**src/rtl/rst_seq_pkg.sv**
```systemverilog
// Shared types and width helpers for the reset sequencer.
// The package defaults match the sequencer's default parameters.
package rst_seq_pkg;

  typedef enum logic [2:0] {
    HOLD,
    DLY,
    WAIT_RDY,
    RUN,
    SHUTDOWN,
    SWHOLD,
    FAULT
  } seq_state_e;

  localparam int N_DOM_DEF       = 4;
  localparam int SYNC_STAGES_DEF = 3;
  localparam int REL_DLY_DEF     = 16;
  localparam int ACK_TMO_DEF     = 256;

  // The counter is shared by the release delay and the ready timeout.
  function automatic int cnt_width(input int rel_dly, input int ack_tmo);
    int m;
    m = (rel_dly > ack_tmo) ? rel_dly : ack_tmo;
    return (m < 2) ? 1 : $clog2(m);
  endfunction

  function automatic int idx_width(input int n_dom);
    return (n_dom < 2) ? 1 : $clog2(n_dom);
  endfunction

  localparam int CNT_W = cnt_width(REL_DLY_DEF, ACK_TMO_DEF);
  localparam int IDX_W = idx_width(N_DOM_DEF);

endpackage

```
**src/rtl/rst_seq_if.sv**
```systemverilog
// Bundle of software-request, domain handshake and status signals around
// the reset sequencer; master is the sequencer side.
interface rst_seq_if
  import rst_seq_pkg::*;
#(
  parameter int N_DOM = N_DOM_DEF
);

  localparam int IW = idx_width(N_DOM);

  logic             i_sw_rst;
  logic [N_DOM-1:0] i_dom_ready;
  logic [N_DOM-1:0] o_dom_rst_n;
  logic             o_all_ready;
  logic             o_busy;
  logic             o_tmo_err;
  logic [IW-1:0]    o_tmo_idx;

  modport master (
    input  i_sw_rst,
    input  i_dom_ready,
    output o_dom_rst_n,
    output o_all_ready,
    output o_busy,
    output o_tmo_err,
    output o_tmo_idx
  );

  modport slave (
    output i_sw_rst,
    output i_dom_ready,
    input  o_dom_rst_n,
    input  o_all_ready,
    input  o_busy,
    input  o_tmo_err,
    input  o_tmo_idx
  );

endinterface

```
**src/rtl/rst_seq_sync.sv**
```systemverilog
// Board reset synchroniser: asserts asynchronously, deasserts on the
// SYNC_STAGES-th rising clock edge after i_arst_n goes high.
module rst_seq_sync #(
  parameter int SYNC_STAGES = 3
) (
  input  logic i_clk,
  input  logic i_arst_n,
  output logic srst_n
);

  logic [SYNC_STAGES-1:0] sync_q;

  always_ff @(posedge i_clk or negedge i_arst_n) begin
    if (!i_arst_n) begin
      sync_q <= '0;
    end else begin
      sync_q <= {sync_q[SYNC_STAGES-2:0], 1'b1};
    end
  end

  assign srst_n = sync_q[SYNC_STAGES-1];

endmodule

```
**src/rtl/rst_sequencer.sv**
```systemverilog
// Reset tree sequencer: ordered domain release with ready handshakes,
// software-requested descending shutdown and timeout reporting.
// Optional RUN-state ready monitor: define RST_SEQ_READY_MON_EN.
module rst_sequencer
  import rst_seq_pkg::*;
#(
  parameter int N_DOM       = N_DOM_DEF,
  parameter int SYNC_STAGES = SYNC_STAGES_DEF,
  parameter int REL_DLY     = REL_DLY_DEF,
  parameter int ACK_TMO     = ACK_TMO_DEF
) (
  input  logic      i_clk,
  input  logic      i_arst_n,
  rst_seq_if.master sif
);

  localparam int CW = cnt_width(REL_DLY, ACK_TMO);
  localparam int IW = idx_width(N_DOM);

  if (N_DOM < 2 || N_DOM > 16) begin : g_bad_n_dom
    $error("rst_sequencer: N_DOM must be within 2..16");
  end
  if (SYNC_STAGES < 2) begin : g_bad_sync
    $error("rst_sequencer: SYNC_STAGES must be at least 2");
  end
  if (REL_DLY < 1 || ACK_TMO < 2) begin : g_bad_dly
    $error("rst_sequencer: REL_DLY >= 1 and ACK_TMO >= 2 required");
  end

  logic srst_n;

  rst_seq_sync #(
    .SYNC_STAGES(SYNC_STAGES)
  ) u_sync (
    .i_clk   (i_clk),
    .i_arst_n(i_arst_n),
    .srst_n  (srst_n)
  );

  seq_state_e       state_q, state_d;
  logic [IW-1:0]    idx_q, idx_d;
  logic [CW-1:0]    cnt_q, cnt_d;
  logic [N_DOM-1:0] dom_rst_n_q, dom_rst_n_d;
  logic             tmo_err_q, tmo_err_d;
  logic [IW-1:0]    tmo_idx_q, tmo_idx_d;
  logic             sw_rst_p0, sw_rst_p1;
  logic             sw_evt;

  // Stage p0 registers the request, p1 delays it for edge detection.
  always_ff @(posedge i_clk or negedge srst_n) begin
    if (!srst_n) begin
      sw_rst_p0 <= 1'b0;
      sw_rst_p1 <= 1'b0;
    end else begin
      sw_rst_p0 <= sif.i_sw_rst;
      sw_rst_p1 <= sw_rst_p0;
    end
  end

  assign sw_evt = sw_rst_p0 & ~sw_rst_p1;

`ifdef RST_SEQ_READY_MON_EN
  logic [N_DOM-1:0] rdy_low_p0;
  logic [N_DOM-1:0] rdy_low2;

  function automatic logic [IW-1:0] lowest_idx(input logic [N_DOM-1:0] v);
    logic [IW-1:0] r;
    r = '0;
    for (int i = N_DOM - 1; i >= 0; i--) begin
      if (v[i]) r = IW'(i);
    end
    return r;
  endfunction

  // Only low samples taken while in RUN count towards a fault.
  always_ff @(posedge i_clk or negedge srst_n) begin
    if (!srst_n) begin
      rdy_low_p0 <= '0;
    end else begin
      rdy_low_p0 <= (state_q == RUN) ? ~sif.i_dom_ready : '0;
    end
  end

  assign rdy_low2 = rdy_low_p0 & ~sif.i_dom_ready;
`endif

  always_comb begin
    state_d     = state_q;
    idx_d       = idx_q;
    cnt_d       = cnt_q;
    dom_rst_n_d = dom_rst_n_q;
    tmo_err_d   = tmo_err_q;
    tmo_idx_d   = tmo_idx_q;

    case (state_q)
      HOLD: begin
        dom_rst_n_d = '0;
        state_d     = DLY;
        idx_d       = '0;
        cnt_d       = '0;
      end

      DLY: begin
        if (sw_evt) begin
          // Domains below idx are the ones already released.
          if (idx_q == '0) begin
            state_d = SWHOLD;
          end else begin
            state_d = SHUTDOWN;
            idx_d   = idx_q - 1'b1;
          end
        end else if (cnt_q == CW'(REL_DLY - 1)) begin
          dom_rst_n_d[idx_q] = 1'b1;
          cnt_d              = '0;
          state_d            = WAIT_RDY;
        end else begin
          cnt_d = cnt_q + 1'b1;
        end
      end

      WAIT_RDY: begin
        if (sw_evt) begin
          state_d = SHUTDOWN;
        end else if (sif.i_dom_ready[idx_q]) begin
          if (idx_q == IW'(N_DOM - 1)) begin
            state_d = RUN;
          end else begin
            idx_d   = idx_q + 1'b1;
            cnt_d   = '0;
            state_d = DLY;
          end
        end else if (cnt_q == CW'(ACK_TMO - 1)) begin
          state_d     = FAULT;
          tmo_err_d   = 1'b1;
          tmo_idx_d   = idx_q;
          dom_rst_n_d = '0;
        end else begin
          cnt_d = cnt_q + 1'b1;
        end
      end

      RUN: begin
        if (sw_evt) begin
          state_d = SHUTDOWN;
          idx_d   = IW'(N_DOM - 1);
        end
`ifdef RST_SEQ_READY_MON_EN
        else if (|rdy_low2) begin
          state_d     = FAULT;
          tmo_err_d   = 1'b1;
          tmo_idx_d   = lowest_idx(rdy_low2);
          dom_rst_n_d = '0;
        end
`endif
      end

      SHUTDOWN: begin
        dom_rst_n_d[idx_q] = 1'b0;
        if (idx_q == '0) begin
          state_d = SWHOLD;
        end else begin
          idx_d = idx_q - 1'b1;
        end
      end

      SWHOLD: begin
        dom_rst_n_d = '0;
        if (!sw_rst_p0) begin
          state_d = DLY;
          idx_d   = '0;
          cnt_d   = '0;
        end
      end

      FAULT: begin
        dom_rst_n_d = '0;
        if (sw_evt) begin
          state_d   = SWHOLD;
          tmo_err_d = 1'b0;
          tmo_idx_d = '0;
        end
      end

      default: begin
        state_d     = HOLD;
        dom_rst_n_d = '0;
      end
    endcase
  end

  always_ff @(posedge i_clk or negedge srst_n) begin
    if (!srst_n) begin
      state_q     <= HOLD;
      idx_q       <= '0;
      cnt_q       <= '0;
      dom_rst_n_q <= '0;
      tmo_err_q   <= 1'b0;
      tmo_idx_q   <= '0;
    end else begin
      state_q     <= state_d;
      idx_q       <= idx_d;
      cnt_q       <= cnt_d;
      dom_rst_n_q <= dom_rst_n_d;
      tmo_err_q   <= tmo_err_d;
      tmo_idx_q   <= tmo_idx_d;
    end
  end

  assign sif.o_dom_rst_n = dom_rst_n_q;
  assign sif.o_all_ready = (state_q == RUN);
  assign sif.o_busy      = (state_q == DLY) || (state_q == WAIT_RDY) || (state_q == SHUTDOWN);
  assign sif.o_tmo_err   = tmo_err_q;
  assign sif.o_tmo_idx   = tmo_idx_q;

endmodule

```
**src/flat_wrapper.sv**
```systemverilog
// flat-port wrapper written by rule: the top's interface ports become plain ports
module rst_sequencer_flat import rst_seq_pkg::*;
#(
  parameter int N_DOM       = N_DOM_DEF,
  parameter int SYNC_STAGES = SYNC_STAGES_DEF,
  parameter int REL_DLY     = REL_DLY_DEF,
  parameter int ACK_TMO     = ACK_TMO_DEF
)
  (i_clk, i_arst_n, sif_i_sw_rst, sif_i_dom_ready, sif_o_dom_rst_n, sif_o_all_ready, sif_o_busy, sif_o_tmo_err, sif_o_tmo_idx);
  rst_seq_if #(.N_DOM(N_DOM)) sif_i ();
  input  logic i_clk;
  input  logic i_arst_n;
  input wire logic [$bits(sif_i.i_sw_rst)-1:0] sif_i_sw_rst;
  input wire logic [$bits(sif_i.i_dom_ready)-1:0] sif_i_dom_ready;
  output wire logic [$bits(sif_i.o_dom_rst_n)-1:0] sif_o_dom_rst_n;
  output wire logic [$bits(sif_i.o_all_ready)-1:0] sif_o_all_ready;
  output wire logic [$bits(sif_i.o_busy)-1:0] sif_o_busy;
  output wire logic [$bits(sif_i.o_tmo_err)-1:0] sif_o_tmo_err;
  output wire logic [$bits(sif_i.o_tmo_idx)-1:0] sif_o_tmo_idx;
  assign sif_i.i_sw_rst = sif_i_sw_rst;
  assign sif_i.i_dom_ready = sif_i_dom_ready;
  assign sif_o_dom_rst_n = sif_i.o_dom_rst_n;
  assign sif_o_all_ready = sif_i.o_all_ready;
  assign sif_o_busy = sif_i.o_busy;
  assign sif_o_tmo_err = sif_i.o_tmo_err;
  assign sif_o_tmo_idx = sif_i.o_tmo_idx;
  rst_sequencer #(.N_DOM(N_DOM), .SYNC_STAGES(SYNC_STAGES), .REL_DLY(REL_DLY), .ACK_TMO(ACK_TMO)) u_core (.i_clk(i_clk), .i_arst_n(i_arst_n), .sif(sif_i));
endmodule
```
**config.mk**
```make
export PLATFORM = sky130hd
export DESIGN_NAME = rst_sequencer_flat
export DESIGN_NICKNAME = d
export VERILOG_FILES = /design/src/rtl/rst_seq_pkg.sv /design/src/rtl/rst_seq_if.sv /design/src/rtl/rst_seq_sync.sv /design/src/rtl/rst_sequencer.sv /design/src/flat_wrapper.sv
export SDC_FILE = /design/constraint.sdc
export NUM_CORES = 1
export LEC_CHECK = 0
export CORE_ASPECT_RATIO = 1.1
export CORE_UTILIZATION = 40
export CTS_BUF_LIST = sky130_fd_sc_hd__clkbuf_4
export CTS_CLUSTER_DIAMETER = 60
export DETAILED_ROUTE_END_ITERATION = 8
export GPL_TIMING_DRIVEN = 0
export PLACE_DENSITY = 0.68
export SYNTH_ARGS = -nofsm -noshare
export SYNTH_HDL_FRONTEND = slang
export SYNTH_SLANG_ARGS = --single-unit
```
**constraint.sdc**
```tcl
create_clock -name i_clk -period 1.65 [get_ports i_clk]
set_input_delay 0.33 -clock i_clk [delete_from_list [all_inputs] [get_ports i_clk]]
set_output_delay 0.33 -clock i_clk [all_outputs]
set_load 0.05 [all_outputs]
```
==> results.yml <==
grt:
  grt_pass1_wl_mm: 6.285
  grt.total_usage_pct: 21.07
  grt_max_degree: 23
  grt_pass1_vias: 1338
  grt-ovfl-total: 0
  antenna_found_initial: 0
cts:
  ctsLongestPathBuffers: 2
  cts_hold_buffers: 0
  cts_tree: "yes"
  cts_sinks: 25
  numCtsBuffers: 3
  clk_pin_slew_ns: 0.14
  htreeDepth: 1
  clk_latency_ns: 0.33
  cts_root_buffer: "clkbuf_4"
layout:
  fin_area_um2: 2233
  fin_nets: 221
  final_common_cell: "buf_4"
  syn2layout_area_growth_pct: 48.26
  layout-drive-gt1-share_pct: 38.68
  diodes: 0
  mostFrequentLayoutCells: "25 x buf_4, 22 x dfrtp_1, 15 x nand2_1, 9 x buf_6, 9 x a21o_1"
worst_setup_path:
  startpoint_type: "flip-flop"
  crit_path_max_fanout: 7
  arrival_ns: 2.18
  critPathKind: "reg -> reg"
  cp.required_ns: 1.87
  end_kind: "flip-flop"
yosys:
  async_reset_ff_share_pct: 100.0
  seq_area_frac_synth_pct: 41.53
  synth-seq-cells: 25
  ys_warn_count: 0
  synth_area_per_cell_um2: 9.186
  ys.flop_type: "dfrtp_1"
  syn_area_um2: 1506
  synth_edf_count: 0
  synthCells: 164
  synth_cell_types: 51
  syn-num-nets: 172
placed_design:
  place_area_um2: 1770
  place_congestion: 0.8828
  dp_hpwl_mm: 2.555
  port_buffers: 15
  place_ws_ns: -0.6803
timing:
  finalHoldViolations: 0
  tightest_slew_ns: 0.9008
  slew_viol_final: 0
  fin_ws_ns: -0.3066
  relSlewSlack_pct: 39.94
  grt_setup_unrepaired: "true"
  min_period_ns: 1.957
  period_share_pct: 118.6
  skew_ns: 0.005634
  fmax_mhz: 511.1
  setup_viol_count_final: 22
die:
  fp.coreArea_um2: 3626
  row_count: 23
  ios: 16
  start_util_pct: 41.55
  dieArea_um2: 4016
  die_width_um: 60.51
  die_h_um: 66.37
pwr:
  p_per_area_nw_per_um2: 1610
  p_leak_uw: 0.001009
  ir_drop_uv: 1169
routing:
  viasPerCell: 5.706
  drt_iter0_drc: 56
  num_vias: 1495
  firstDrtPassIters: 4
  wirelength_mm: 4.249
  drcViolationCount: 0
  wl_per_cell_um: 16.22
  ant_nets: 0
outcome:
  violations: "negative setup slack"
  status: "finished with violations"
job:
  drv_cap: 0
hold_path:
  hp-class: "in -> async"
## cells by family (layout without fill, tap and decap cells)
group / after synthesis / after routing / share of synthesized area [%]
compound gates: 58 / 58 / 25.33
simple gates: 58 / 58 / 22.42
flops: 25 / 25 / 41.53
buf+inv: 14 / 62 / 4.069
mux: 6 / 6 / 4.983
fa+ha+maj: 1 / 1 / 0.8304
other cells: 1 / 1 / 0.2489
xor+xnor: 1 / 1 / 0.5815
## final timing paths
path / startpoint / to / cells after the start / slack [ns]
max in group asynchronous: u_core.u_sync.sync_q[2]$_DFF_PN0_ / u_core.state_q[0]$_DFFE_PN0P_ / 0 / 0.66
hold / removal: i_arst_n / u_core.u_sync.sync_q[2]$_DFF_PN0_ / 1 / 0.16
min in group i_clk: u_core.u_sync.sync_q[0]$_DFF_PN0_ / u_core.u_sync.sync_q[1]$_DFF_PN0_ / 0 / 0.37
setup / recovery: u_core.idx_q[0]$_DFFE_PN0P_ / u_core.state_q[1]$_DFFE_PN0P_ / 6 / -0.31
hold reg to reg: u_core.u_sync.sync_q[0]$_DFF_PN0_ / u_core.u_sync.sync_q[1]$_DFF_PN0_ / 0 / 0.37
setup reg to reg: u_core.idx_q[0]$_DFFE_PN0P_ / u_core.state_q[1]$_DFFE_PN0P_ / 6 / -0.31
## state kept, by name, indices dropped and copies added, names as in the netlist
| name | flops |
|---|---|
| u_core.cnt_q | 8 |
| u_core.sw_rst_p1 | 1 |
| u_core.idx_q | 2 |
| u_core.sif.o_tmo_err | 1 |
| u_core.sif.o_dom_rst_n | 4 |
| u_core.sif.o_tmo_idx | 2 |
| u_core.sw_rst_p0 | 1 |
| u_core.u_sync.sync_q | 3 |
| u_core.state_q | 3 |
## report_power, final
group | switching (uW) | leakage [uW] | internal [uW]
combinational | 1260 | 0.000668 | 1250
clock | 187 | 0.0000177 | 91.0
sequential | 105 | 0.000324 | 699
total | 1550 | 0.00101 | 2040
## Yosys cell counts (all sizes together) (2+ instances only)
master | instances | area share (%)
dfrtp | 25 | 42
and2 | 2 | 1.0
mux2 | 2 | 1.5
nand3 | 3 | 1.0
o31ai | 2 | 1.0
nor3 | 4 | 1.3
or3 | 2 | 0.83
nand4 | 3 | 1.2
o211ai | 2 | 1.3
a21oi | 11 | 3.7
mux2i | 3 | 2.0
nor3b | 2 | 1.3
nand2 | 17 | 4.2
buf | 3 | 1.3
nor4 | 3 | 1.2
nor2 | 3 | 0.75
clkbuf | 7 | 1.7
o22ai | 2 | 0.83
inv | 4 | 1.0
o41ai | 2 | 1.2
a21o | 9 | 4.5
nand2b | 5 | 2.6
or3b | 2 | 1.2
a22o | 2 | 1.2
a31oi | 3 | 1.2
or2 | 2 | 0.83
o21ai | 17 | 5.6
nor2b | 4 | 1.7
and3 | 2 | 0.83
## worst max-delay path: stages (launching register included)
cell and delay [ns]:
dfrtp_1 0.36, buf_6 0.10, mux4_2 0.56, nand2b_4 0.22, o22a_4 0.23, nand2_4 0.08
mux2_4 0.30
## cell type report
class	count	area, um^2
well taps	50	62.56
inverters	4	18.77
flip-flops and latches	25	629.4
repair buffers	45	395.4
fillers	302	1393
multi-input cells	125	1011
clock inverters	1	5.005
clock buffers	3	22.52
plain buffers	9	88.84
## per-stage QoR
stage	TNS, ns	std cells	total power (uW)	hold slack, ns	utilization [%]
after floorplan	-1.539	164	2071	0.03441	-
after global placement	-10.80	229	2382	0.3351	48.83
after detailed placement	-11.39	229	2409	0.3373	48.83
after CTS	-4.449	248	3134	0.1549	55.18
after global routing	-5.838	262	3782	0.1527	61.59
final	-4.549	262	3596	0.1566	61.59
## routing by layer
layer | share of wire (%) | vias to the layer above | track usage [%]
met1 | 41 | 736 | 25.84
li1 | - | 709 | -
met2 | 53 | 39 | 37.23
met4 | 2.6 | 0 | 7.670
met3 | 2.8 | 11 | 2.348
met5 | 0 | - | 0
## repair_timing
item | CTS | global route
endpoints found under the setup margin | 29 | 22
pin swaps | 11 | 21
setup buffers | 16 | 13
gates resized for setup | 49 | 32
gates cloned | 0 | 1
No activity file was read; power rests on OpenSTA's default activity.
